[config.mk]
export PLATFORM = sky130hd
export DESIGN_NAME = peak_finder
export DESIGN_NICKNAME = d
export VERILOG_FILES = /design/src/rtl/peak_finder_pkg.sv /design/src/rtl/peak_finder.sv
export SDC_FILE = /design/constraint.sdc
export NUM_CORES = 1
export LEC_CHECK = 0
export BUFFER_PORTS_ARGS = -buffer_cell sky130_fd_sc_hd__buf_2
export CORE_UTILIZATION = 45
export CTS_CLUSTER_SIZE = 10
export DETAILED_ROUTE_END_ITERATION = 12
export GPL_ROUTABILITY_DRIVEN = 1
export PLACE_DENSITY_LB_ADDON = 0.25
export SYNTH_ARGS = -nofsm -noshare
export SYNTH_HDL_FRONTEND = slang
export SYNTH_SLANG_ARGS = --single-unit
[constraint.sdc]
create_clock -name clk -period 2.7 [get_ports clk]
set_clock_uncertainty 0.05 [all_clocks]
set_input_delay 0.27 -clock clk [delete_from_list [all_inputs] [get_ports clk]]
set_output_delay 0.27 -clock clk [all_outputs]
set_load 0.05 [all_outputs]
[src/rtl/peak_finder_pkg.sv]
// Shared constants and FSM encoding for the histogram peak finder.
//   Nb      : default bin index width (histogram depth is 2**Nb bins)
//   CountW  : default histogram count width
//   pfState_e : scan FSM states
package peak_finder_pkg;

  localparam int unsigned Nb     = 4;
  localparam int unsigned CountW = 16;

  typedef enum logic [1:0] {
    IDLE  = 2'd0,
    SCAN  = 2'd1,
    DRAIN = 2'd2,
    DONE  = 2'd3
  } pfState_e;

endpackage

[src/rtl/peak_finder.sv]
// Histogram peak finder: on start, reads every bin of an external histogram
// RAM once, tracks the largest count (lowest index wins ties) and reports
// its index.
//   clk       : clock, rising edge
//   res       : asynchronous active-low reset
//   start     : one-cycle scan request (ignored unless idle)
//   binAddr   : RAM read address
//   binRdEn   : RAM read enable
//   binCount  : RAM read data, RD_LAT cycles after binRdEn
//   busy      : scan in progress
//   peakCH    : index of the maximum bin (held until the next scan ends)
//   peakDone  : one-cycle strobe, peakCH/peakValid valid with it
//   peakValid : maximum count was nonzero
module peak_finder
  import peak_finder_pkg::*;
#(
  parameter int unsigned NB     = Nb,
  parameter int unsigned CW     = CountW,
  // Only 1 is supported: DRAIN is a single cycle wide.
  parameter int unsigned RD_LAT = 1
) (
  input  logic          clk,
  input  logic          res,
  input  logic          start,
  output logic [NB-1:0] binAddr,
  output logic          binRdEn,
  input  logic [CW-1:0] binCount,
  output logic          busy,
  output logic [NB-1:0] peakCH,
  output logic          peakDone,
  output logic          peakValid
);

  pfState_e state, nextState;

  logic [CW-1:0] maxCount;
  logic [NB-1:0] maxIdx;

  // Read-valid flag and address delayed to line up with returned data.
  logic          rdValid [RD_LAT];
  logic [NB-1:0] rdIdx   [RD_LAT];

  logic          hit;
  logic [CW-1:0] candCount;
  logic [NB-1:0] candIdx;
  logic          accept;
  logic          lastAddr;

  assign accept   = (state == IDLE) && start;
  assign lastAddr = (binAddr == '1);

  always_ff @(posedge clk or negedge res) begin
    if (!res) state <= IDLE;
    else      state <= nextState;
  end

  always_comb begin
    nextState = state;
    case (state)
      IDLE:    if (start) nextState = SCAN;
      SCAN:    if (lastAddr) nextState = DRAIN;
      DRAIN:   nextState = DONE;
      DONE:    nextState = IDLE;
      default: nextState = IDLE;
    endcase
  end

  // Strict compare keeps the earliest (lowest) index on ties.
  always_comb begin
    hit       = rdValid[RD_LAT-1] && (binCount > maxCount);
    candCount = hit ? binCount : maxCount;
    candIdx   = hit ? rdIdx[RD_LAT-1] : maxIdx;
  end

  always_ff @(posedge clk or negedge res) begin
    if (!res) begin
      for (int unsigned i = 0; i < RD_LAT; i++) begin
        rdValid[i] <= 1'b0;
        rdIdx[i]   <= '0;
      end
    end else begin
      rdValid[0] <= binRdEn;
      rdIdx[0]   <= binAddr;
      for (int unsigned i = 1; i < RD_LAT; i++) begin
        rdValid[i] <= rdValid[i-1];
        rdIdx[i]   <= rdIdx[i-1];
      end
    end
  end

  always_ff @(posedge clk or negedge res) begin
    if (!res) begin
      binAddr   <= '0;
      binRdEn   <= 1'b0;
      busy      <= 1'b0;
      maxCount  <= '0;
      maxIdx    <= '0;
      peakCH    <= '0;
      peakDone  <= 1'b0;
      peakValid <= 1'b0;
    end else begin
      busy     <= (nextState != IDLE);
      peakDone <= 1'b0;

      if (accept) begin
        binAddr  <= '0;
        binRdEn  <= 1'b1;
        maxCount <= '0;
        maxIdx   <= '0;
      end else begin
        maxCount <= candCount;
        maxIdx   <= candIdx;
      end

      // Address parks on the last bin rather than wrapping.
      if (state == SCAN) begin
        if (lastAddr) binRdEn <= 1'b0;
        else          binAddr <= binAddr + NB'(1);
      end

      // The final bin's data arrives during DRAIN, so results are taken
      // from the live compare rather than the running registers.
      if (state == DRAIN) begin
        peakCH    <= candIdx;
        peakValid <= (candCount != '0);
        peakDone  <= 1'b1;
      end
    end
  end

endmodule

==> impl_results.md, run 1 <==
- CP max stage delay: 0.53 ns
- RSZ-0062 raised after global routing: no
- Critical path startpoint category: flip-flop
- Synth Register Bits: 39
- Period Utilization, post-route: 90.6%
- Power Density: 1150 nW/µm²
- Final setup fails: 0
- Via count: 1832
- Layout Nets: 308
- Endpoints failing hold: 0
- Pre-antenna DRT Iters: 4
- Critical Path AT: 2.60 ns
- CP Cell Sequence: inv_1, ha_1, nor2b_1, o211ai_1, a2111o_1, a31oi_2, buf_4, mux2i_1
- Total routed wirelength: 4680 µm
- Leakage: 0.00125 µW
- Wire length per cell: 13.8 µm
- Critical Path Fanout Max: 15
- Worst slew pin tran: 0.868 ns
- Top delay family on crit path: compound AO/OA/AOI/OAI gates
- Relative slew slack: 42.2%
- Post-CTS resize count: 0
- GPL Wtd Cong: 0.795
- Achievable Freq: 409 MHz
- DR iter-0 viols: 160
- TNS Setup: 0 ns
- Max-Cap Viols: 0
- Ports: 31
- CP Capture Type: flip-flop
- Crit-path slowest cell: a2111o_1
- Die Ht: 72.6 µm
- Sink Count: 39
- Worst hold-check path type: in -> async
- Clk_lat worst skew: 0.29 ns
- FF/Latch Area: 976 µm²
- DRT antenna net count: 0
- Placed cells: 332
- DP Wirelength: 3450 µm
- # hold bufs at CTS: 0
- Antenna diodes: 0
- Syn-to-layout area delta: 13.6%
- Worst Path Class, Setup: reg -> reg
- Top Usage Layer GRT: met2
- Min Tclk post-route: 2.45 ns
- Cell Count, Final, Fillers Out: 340
- Met2 GRT Util: 30.6%
- Max clock buf depth: 2
- # fillers: 460
- Vias per std cell: 5.39
- Buf+Inv Stages, Crit Path: 2
- # DRC: 0
- Vias in the first global route: 1739
- Die Wd: 72.6 µm
- Mapped cell area: 2240 µm²
- Global route overflow: 0
- Met1 Resource Use GR: 28.3%
- Met3 Track Usage GR: 4.14%
- Core area: 4750 µm²
- Initial antenna violation count: 0
- H-Tree Depth: 2
- Clock Tree Root: clkbuf_8
- Syn Inst Count: 242
- CTS tree: done
- IO buf count: 30
- CTS buffer count: 5
- Largest net degree at the start of global routing: 45
- # Post-CTS Setup Buffers: 0
- Synthesized Nets: 278
- Internal reg-to-reg setup slack: 0.25 ns
- Die area: 5270 µm²
- Status: complete, no violations
- Clock slew at reported path FFs: 0.08 ns
- Yosys cell types: 35
- Slew Viols, Final: 0
- Area taken by multi-input logic gates: 1130 µm²
- Worst Path Required: 2.86 ns
- Gr usage total: 20.0%
- Overall Power: 2940 µW
- Layout cell share with drive strength beyond 1: 16.8%
- Syn Area/Cell: 9.27 µm²
- FP Rows: 25
- YS warnings: 0
- First-pass GRT wire length: 8140 µm
- Sequential share of the synthesized area: 43.5%
- Peak VDD IR: 0.804 mV
- Starting density of the core: 47.2%
==> power by group <==
group / switching, µW / internal (µW)
clock: 208 / 181
sequential: 222 / 853
combinational: 901 / 572
==> path summary, 6_finish.rpt <==
path	start	to	cells after the start
worst max-delay path	maxCount[1]$_DFF_PN0_	maxCount[13]$_DFF_PN0_	8
worst min-delay path	res	maxCount[6]$_DFF_PN0_	1
worst max register to register	maxCount[1]$_DFF_PN0_	maxCount[13]$_DFF_PN0_	8
worst min register to register	binRdEn$_DFF_PN0_	rdValid$_DFF_PN0_	0
max in group asynchronous	res	binAddr[1]$_DFF_PN0_	1
min in group clk	binCount[7]	maxCount[7]$_DFF_PN0_	3
==> cell families (layout without fill, tap and decap cells) <==
| group | count (synthesis) | after routing | synth area share (%) |
|---|---|---|---|
| compound gates | 38 | 38 | 11.8 |
| fa+ha+maj | 17 | 17 | 9.49 |
| buf+inv | 32 | 63 | 6.14 |
| flops | 39 | 39 | 43.5 |
| mux | 20 | 20 | 8.93 |
| simple gates | 96 | 96 | 20.1 |
==> synth_stat cells <==
library cell  number  area share, %
o41ai_2            1           0.73
ha_1              17            9.5
a211oi_1           1           0.33
nand3_1           11            2.5
mux2i_1           20            8.9
nand2b_1           1           0.28
a21oi_1           11            2.5
a41oi_1            1           0.39
nor3_1             3           0.67
buf_2              1           0.22
inv_1             18            3.0
o21ai_0            8            1.8
and2_1             6            1.7
o21a_1             1           0.33
nor2b_1            1           0.28
dfrtp_1           39             44
a311o_1            5            2.2
o211ai_1           1           0.33
and4_1             1           0.39
nand2_1           51            8.5
clkinv_1           1           0.17
a31oi_1            1           0.28
buf_4              2           0.67
nand4_1            9            2.5
buf_6              1           0.50
nor4_1             8            2.2
clkbuf_2           1           0.22
a2bb2oi_1          1           0.39
or3b_2             1           0.39
a31o_1             1           0.39
a2111o_1           1           0.50
a21o_1             1           0.33
nor2_1             4           0.67
clkbuf_1           8            1.3
a22oi_1            4            1.3
==> registers in the layout (all words and copies together) (netlist names) <==
register and cells:
rdIdx 4, maxCount 16, busy 1, binRdEn 1, state 2, binAddr 4, peakDone 1, maxIdx 4
peakValid 1, rdValid 1, peakCH 4
==> metal layers <==
layer / share of wire (%) / vias up
met4: 1.1 / 0
met3: 4.6 / 4
li1: - / 920
met5: 0 / -
met2: 44 / 44
met1: 50 / 864
==> per-stage QoR <==
stage / hold WS, ns / area [µm²] / setup WS [ns] / util, %
6_report: 0.0409 / 2550 / 0.255 / 53.6
5_1_grt: 0.117 / 2550 / 0.126 / 53.6
4_1_cts: 0.0600 / 2550 / 0.252 / 53.6
3_5_place_dp: 0.376 / 2460 / 0.275 / 51.8
3_3_place_gp: 0.385 / 2460 / 0.382 / 51.8
2_1_floorplan: -0.0756 / 2240 / 0.659 / -
==> placed cells by master, fill, tap and decap left out, types with 8 or more instances in the layout <==
master,count
a21oi_1,11
buf_2,30
dfrtp_1,39
ha_1,17
inv_1,18
mux2i_1,20
nand2_1,51
nand3_1,11
nand4_1,9
nor4_1,8
o21ai_0,8
==> area by class of cell <==
class	count	share of cell area [%]
inverter	19	2.80
tap	67	3.29
clock inverter	2	0.491
sequential	39	38.3
clock buffer	6	2.85
multi-input combinational	171	44.6
timing repair buffer	36	7.67
Power figures use the tool's default switching activity.
==> inputs of run 2 (changes only) <==
- BUFFER_PORTS_ARGS: -buffer_cell sky130_fd_sc_hd__buf_2 -> default
- DONT_BUFFER_PORTS: default -> 1
- clock period: 2.7 -> 2.73 ns (I/O delays scaled with it)
==> run 2 against run 1 <==
Against the previous run:
- combinational power shrank 18%
- hold slack gained 0.015 ns
- power grew 3.2%
- core utilization shrank 1.2 points
- setup slack gained 0.078 ns
- first-iteration DRC count shrank 12%
- final cell count shrank 7.6%
- critical path depth is the same
- critical path type unchanged
- highest routed layer unchanged
==> impl_results.md, run 2 (synthesized netlist as in run 1, its figures left out) <==
- Status: complete, no violations
- Die Wd: 72.6 µm (unchanged)
- Wire length per cell: 14.9 µm (+8.1%)
- Slew Viols, Final: 0 (unchanged)
- CP max stage delay: 0.53 ns (about the same)
- Worst reg2reg endpoint: maxIdx[3]$_DFF_PN0_
- Buf+Inv Stages, Crit Path: 2 (unchanged)
- Core area: 4750 µm² (unchanged)
- Clock Tree Root: clkbuf_8
- CP Capture Type: flip-flop
- Util after Layout: 52.3% (-1.2 points)
- # hold bufs at CTS: 2 (+2)
- Starting density of the core: 47.2% (unchanged)
- Vias in the first global route: 1611 (-7.4%)
- Internal reg-to-reg setup slack: 0.33 ns (+0.08 ns)
- Max-Cap Viols: 0 (unchanged)
- Gr usage total: 19.9% (-0.095 points)
- Min Tclk post-route: 2.40 ns (-0.0480 ns)
- Period Utilization, post-route: 87.8% (-2.8 points)
- Commonest non-fill, non-tap cell in the layout: nand2_1
- Initial antenna violation count: 0 (unchanged)
- Hold path startpoint: binCount[3]
- GPL Wtd Cong: 0.809 (+1.7%)
- Share of power burned in registers: 41.4% (+4.8 points)
- # Post-CTS Setup Buffers: 0 (unchanged)
- Top delay family on crit path: compound AO/OA/AOI/OAI gates
- Worst Hold End: maxCount[3]$_DFF_PN0_
- Endpoints failing hold: 0 (unchanged)
- Cell-internal power: 1730 µW (+8.1%)
- DRT antenna net count: 0 (unchanged)
- Final setup fails: 0 (unchanged)
- FP Rows: 25 (unchanged)
- Total routed wirelength: 4680 µm (-0.17%)
- CTS buffer count: 5 (unchanged)
- Via count: 1697 (-7.4%)
- CTS tree: done
- Layout Nets: 282 (-8.4%)
- CP Cell Sequence: inv_1, ha_1, nor2b_1, o211ai_1, a2111o_1, a31oi_2, buf_4, mux2i_1
- DP Wirelength: 3360 µm (-2.7%)
- Switch Pwr: 1290 µW (-2.7%)
- Pre-antenna DRT Iters: 5 (+1)
- Peak VDD IR: 0.503 mV (-37%)
- H-Tree Depth: 2 (unchanged)
- RSZ-0062 raised after global routing: no
- Critical path startpoint category: flip-flop
- # DRC: 0 (unchanged)
- R2R depth: 8 (unchanged)
- Layout cell share with drive strength beyond 1: 7.69% (-9.2 points)
- Crit-path slowest cell: a2111o_1
- Die Ht: 72.6 µm (unchanged)
- First-pass GRT wire length: 7920 µm (-2.7%)
- Worst r2r src: maxCount[1]$_DFF_PN0_
- Worst Path Required: 2.90 ns (+0.04 ns)
- Max clock buf depth: 2 (unchanged)
- Clock slew at reported path FFs: 0.08 ns (about the same)
- Syn-to-layout area delta: 11.0%
- Largest register FFs: 16 (unchanged)
- Most frequent cells in the layout: nand2_1, dfrtp_1, mux2i_1
- Leakage: 0.00118 µW (-5.4%)
- Post-Place Cell Area: 2330 µm² (-5.5%)
- Vias per std cell: 5.40 (+0.30%)
- Clk_lat worst skew: 0.29 ns (about the same)
- Post-CTS resize count: 0 (unchanged)
- TNS Setup: 0 ns (unchanged)
- Relative slew slack: 57.3% (+15 points)
- DR iter-0 viols: 141 (-12%)
- Global route overflow: 0 (unchanged)
- Critical Path Fanout Max: 15 (unchanged)
- Comb pwr share: 39.6% (-11 points)
- Worst hold-check path type: in -> reg
- Clock power frac: 19.0% (+5.8 points)
- Sink Count: 39 (unchanged)
- Ports: 31 (unchanged)
- Die area: 5270 µm² (unchanged)
- Power Density: 1220 nW/µm² (+5.5%)
- Hold depth: 2
- Worst Path Class, Setup: reg -> reg
- Largest net degree at the start of global routing: 40 (-11%)
- Worst slew pin tran: 0.640 ns (-0.228 ns)
- Design area: 2490 µm² (-2.3%)
- IO buf count: 0 (-100%)
- Antenna diodes: 0 (unchanged)
- Sw frac: 42.7% (-2.6 points)
- Critical Path AT: 2.56 ns (-0.04 ns)
- Cell Count, Final, Fillers Out: 314 (-7.6%)
- Top reg by flops: maxCount
- Placed cells: 304 (-8.4%)
- Achievable Freq: 417 MHz (+2.0%)
-- run 2: per-layer routing --
metal | vias to the layer above | GRT usage [%] | wire length, µm | part of all wire, %
li1 | 859 | - | - | -
met1 | 798 | 28.8 | 2360 | 50
met2 | 35 | 28.8 | 2030 | 43
met3 | 5 | 5.94 | 232 | 5.0
met4 | 0 | 5.88 | 54 | 1.2
met5 | - | 0 | 0 | 0
-- run 2: worst max path at each step --
stage                                      from                    end  slack (ns)  cells after the start
final                     maxCount[1]$_DFF_PN0_    maxIdx[3]$_DFF_PN0_        0.33                      8
after global routing      maxCount[1]$_DFF_PN0_    maxIdx[3]$_DFF_PN0_        0.15                      8
after CTS                 maxCount[1]$_DFF_PN0_    maxIdx[3]$_DFF_PN0_        0.35                      8
after detailed placement  maxCount[1]$_DFF_PN0_    maxIdx[3]$_DFF_PN0_        0.36                      8
after global placement    maxCount[1]$_DFF_PN0_  maxCount[6]$_DFF_PN0_        0.42                      8
after floorplan           maxCount[1]$_DFF_PN0_  peakValid$_DFFE_PN0P_        0.69                      8
-- run 2: power by group through the flow --
stage,combinational (µW),clock [µW],sequential [µW]
2_1_floorplan,900,0,1260
3_3_place_gp,1160,0,1270
3_5_place_dp,1180,0,1270
4_1_cts,1200,591,1260
5_1_grt,1360,614,1290
6_report,1200,576,1250
-- run 2: area by class of cell --
type	instances	area, µm²
clock buffer	6	72.6
clock inverter	2	60.1
fill	455	2270
inverter	19	71.3
multi-input combinational	171	1130
sequential	39	976
tap	67	83.8
timing repair buffer	10	90.1
-- run 2: through the flow --
stage,hold WS [ns],setup slack [ns],power (µW)
final,0.0557,0.333,3030
after floorplan,-0.0726,0.689,2160
after global placement,-0.0715,0.420,2420
after global routing,0.0463,0.151,3270
after CTS,0.0499,0.350,3050
after detailed placement,-0.0718,0.362,2450
==> inputs of run 3 (changes only) <==
- PLACE_DENSITY: default -> 0.57
- PLACE_DENSITY_LB_ADDON: 0.25 -> default
==> run 3 against run 2 <==
Against the previous run:
- critical path depth is 1 lower
- core utilization is 0.74 points lower
- die area unchanged
==> impl_results.md, run 3 (synthesized netlist as in run 1, its figures left out) <==
- Status: complete, no violations
- Pre-antenna DRT Iters: 4 (-1)
- Total routed wirelength: 4900 µm (+4.8%)
- Hold depth: 2 (unchanged)
- First-pass GRT wire length: 8410 µm (+6.2%)
- R2R depth: 7 (-1)
- # DRC: 0 (unchanged)
- CP max stage delay: 0.56 ns (+0.03 ns)
- Starting density of the core: 47.2% (unchanged)
- TNS Setup: 0 ns (unchanged)
- Relative slew slack: 55.9% (-1.5 points)
- Wire length per cell: 15.6 µm (+4.8%)
- Clock slew at reported path FFs: 0.08 ns (about the same)
- Antenna diodes: 0 (unchanged)
- Area taken by multi-input logic gates: 1130 µm² (unchanged)
- FF/Latch Area: 976 µm² (unchanged)
- Die area: 5270 µm² (unchanged)
- Final setup fails: 0 (unchanged)
- Slew Viols, Final: 0 (unchanged)
- Die Wd: 72.6 µm (unchanged)
- Switch Pwr: 1300 µW (+0.82%)
- Gr usage total: 20.7% (+0.74 points)
- CP Cell Sequence: inv_1, ha_1, nand4_1, a2111o_1, a31oi_2, buf_12, mux2i_1
- Sw frac: 45.2% (+2.5 points)
- Power Density: 1180 nW/µm² (-3.4%)
- Share of power burned in registers: 43.7% (+2.3 points)
- Worst r2r src: maxCount[9]$_DFF_PN0_
- Max-Cap Viols: 0 (unchanged)
- Min Tclk post-route: 2.35 ns (-0.0510 ns)
- Worst slew pin tran: 0.662 ns (+0.0222 ns)
- Internal reg-to-reg setup slack: 0.38 ns (+0.05 ns)
- Via count: 1720 (+1.4%)
- Syn-to-layout area delta: 9.43%
- Post-CTS resize count: 0 (unchanged)
- Critical path startpoint category: flip-flop
- Top reg by flops: maxCount
- Clock Tree Root: clkbuf_8
- Dpl ws: 0.399 ns (+0.0368 ns)
- Vias in the first global route: 1712 (+6.3%)
- Global route overflow: 0 (unchanged)
- CTS tree: done
- # fillers: 471 (+3.5%)
- Cell-internal power: 1580 µW (-8.9%)
- IO buf count: 0 (unchanged)
- Peak VDD IR: 0.521 mV (+3.7%)
- Comb pwr share: 43.0% (+3.4 points)
- Period Utilization, post-route: 85.9% (-1.9 points)
- Largest net degree at the start of global routing: 40 (unchanged)
- Commonest non-fill, non-tap cell in the layout: nand2_1
- Worst reg2reg endpoint: maxCount[12]$_DFF_PN0_
- Critical Path Fanout Max: 16 (+1)
- Worst Path Class, Setup: reg -> reg
- CTS buffer count: 5 (unchanged)
- Minimum setup slack in the final design: 0.384 ns (+0.0510 ns)
- Critical Path AT: 2.50 ns (-0.06 ns)
- DP Wirelength: 3510 µm (+4.6%)
- Layout Nets: 282 (unchanged)
- Hold path startpoint: binCount[8]
- Buf+Inv Stages, Crit Path: 2 (unchanged)
- Worst Hold End: maxCount[8]$_DFF_PN0_
- # Post-CTS Setup Buffers: 0 (unchanged)
- Sink Count: 39 (unchanged)
- Leakage: 0.00116 µW (-1.7%)
- Most frequent cells in the layout: nand2_1, dfrtp_1, mux2i_1
- # hold bufs at CTS: 2 (unchanged)
- Post-Place Cell Area: 2340 µm² (+0.54%)
- Max clock buf depth: 2 (unchanged)
- DRT antenna net count: 0 (unchanged)
- Ports: 31 (unchanged)
- Clk_lat worst skew: 0.28 ns (about the same)
- Design area: 2450 µm² (-1.4%)
- Initial antenna violation count: 0 (unchanged)
- FP Rows: 25 (unchanged)
- Layout cell share with drive strength beyond 1: 7.69% (unchanged)
- H-Tree Depth: 2 (unchanged)
- Worst hold-check path type: in -> reg
- Endpoints failing hold: 0 (unchanged)
- Achievable Freq: 426 MHz (+2.2%)
- Die Ht: 72.6 µm (unchanged)
- Core area: 4750 µm² (unchanged)
- DR iter-0 viols: 101 (-28%)
- RSZ-0062 raised after global routing: no
- Crit-path slowest cell: a2111o_1
- Top delay family on crit path: compound AO/OA/AOI/OAI gates
- CP Capture Type: flip-flop
- Worst Path Required: 2.88 ns (-0.02 ns)
- Clock power frac: 13.2% (-5.8 points)
- GPL Wtd Cong: 0.822 (+1.7%)
- Largest register FFs: 16 (unchanged)
- Vias per std cell: 5.48 (+1.4%)
==> run 3: changes by cell type in the layout (fill, tap and decap cells not counted) <==
cell	delta
bufinv_16	-2
clkinv_2	+1
buf_4	-1
buf_12	+1
clkinvlp_4	+1
==> run 3: stage by stage <==
stage / utilization (%) / power (µW) / instances / hold WS (ns)
floorplan: - / 2160 / 242 / -0.0726
global placement: 49.2 / 2470 / 304 / -0.0717
detailed placement: 49.2 / 2510 / 304 / -0.0715
CTS: 51.6 / 2910 / 314 / 0.0653
global route: 51.6 / 3130 / 314 / 0.0550
finish: 51.6 / 2880 / 314 / 0.0717
==> run 3: worst max-delay path by stage <==
stage / from / endpoint / cells after the start
final: maxCount[9]$_DFF_PN0_ / maxCount[12]$_DFF_PN0_ / 7
after global routing: maxCount[1]$_DFF_PN0_ / maxCount[3]$_DFF_PN0_ / 8
after CTS: maxCount[1]$_DFF_PN0_ / maxCount[12]$_DFF_PN0_ / 8
after detailed placement: maxCount[11]$_DFF_PN0_ / maxCount[12]$_DFF_PN0_ / 7
after global placement: maxCount[1]$_DFF_PN0_ / maxCount[3]$_DFF_PN0_ / 8
after floorplan: maxCount[1]$_DFF_PN0_ / peakValid$_DFFE_PN0P_ / 8
==> run 3: power groups by stage <==
stage,sequential [µW],combinational [µW],clock (µW)
after CTS,1260,1260,397
after detailed placement,1270,1240,0
final,1260,1240,381
after global routing,1300,1410,420
after global placement,1270,1200,0
after floorplan,1260,900,0
==> run 3: layout make-up <==
class | instances | area share, %
flip-flops and latches | 39 | 39.8
clock buffers | 6 | 2.96
well taps | 67 | 3.42
clock inverters | 2 | 0.510
multi-input cells | 171 | 46.3
inverters | 19 | 2.91
repair buffers | 10 | 4.18
==> run 3: routing by layer <==
layer	share of wire, %	global-route usage (%)
met5	0	0
met4	0.41	3.92
met3	3.1	5.39
met2	46	31.4
met1	51	30.0
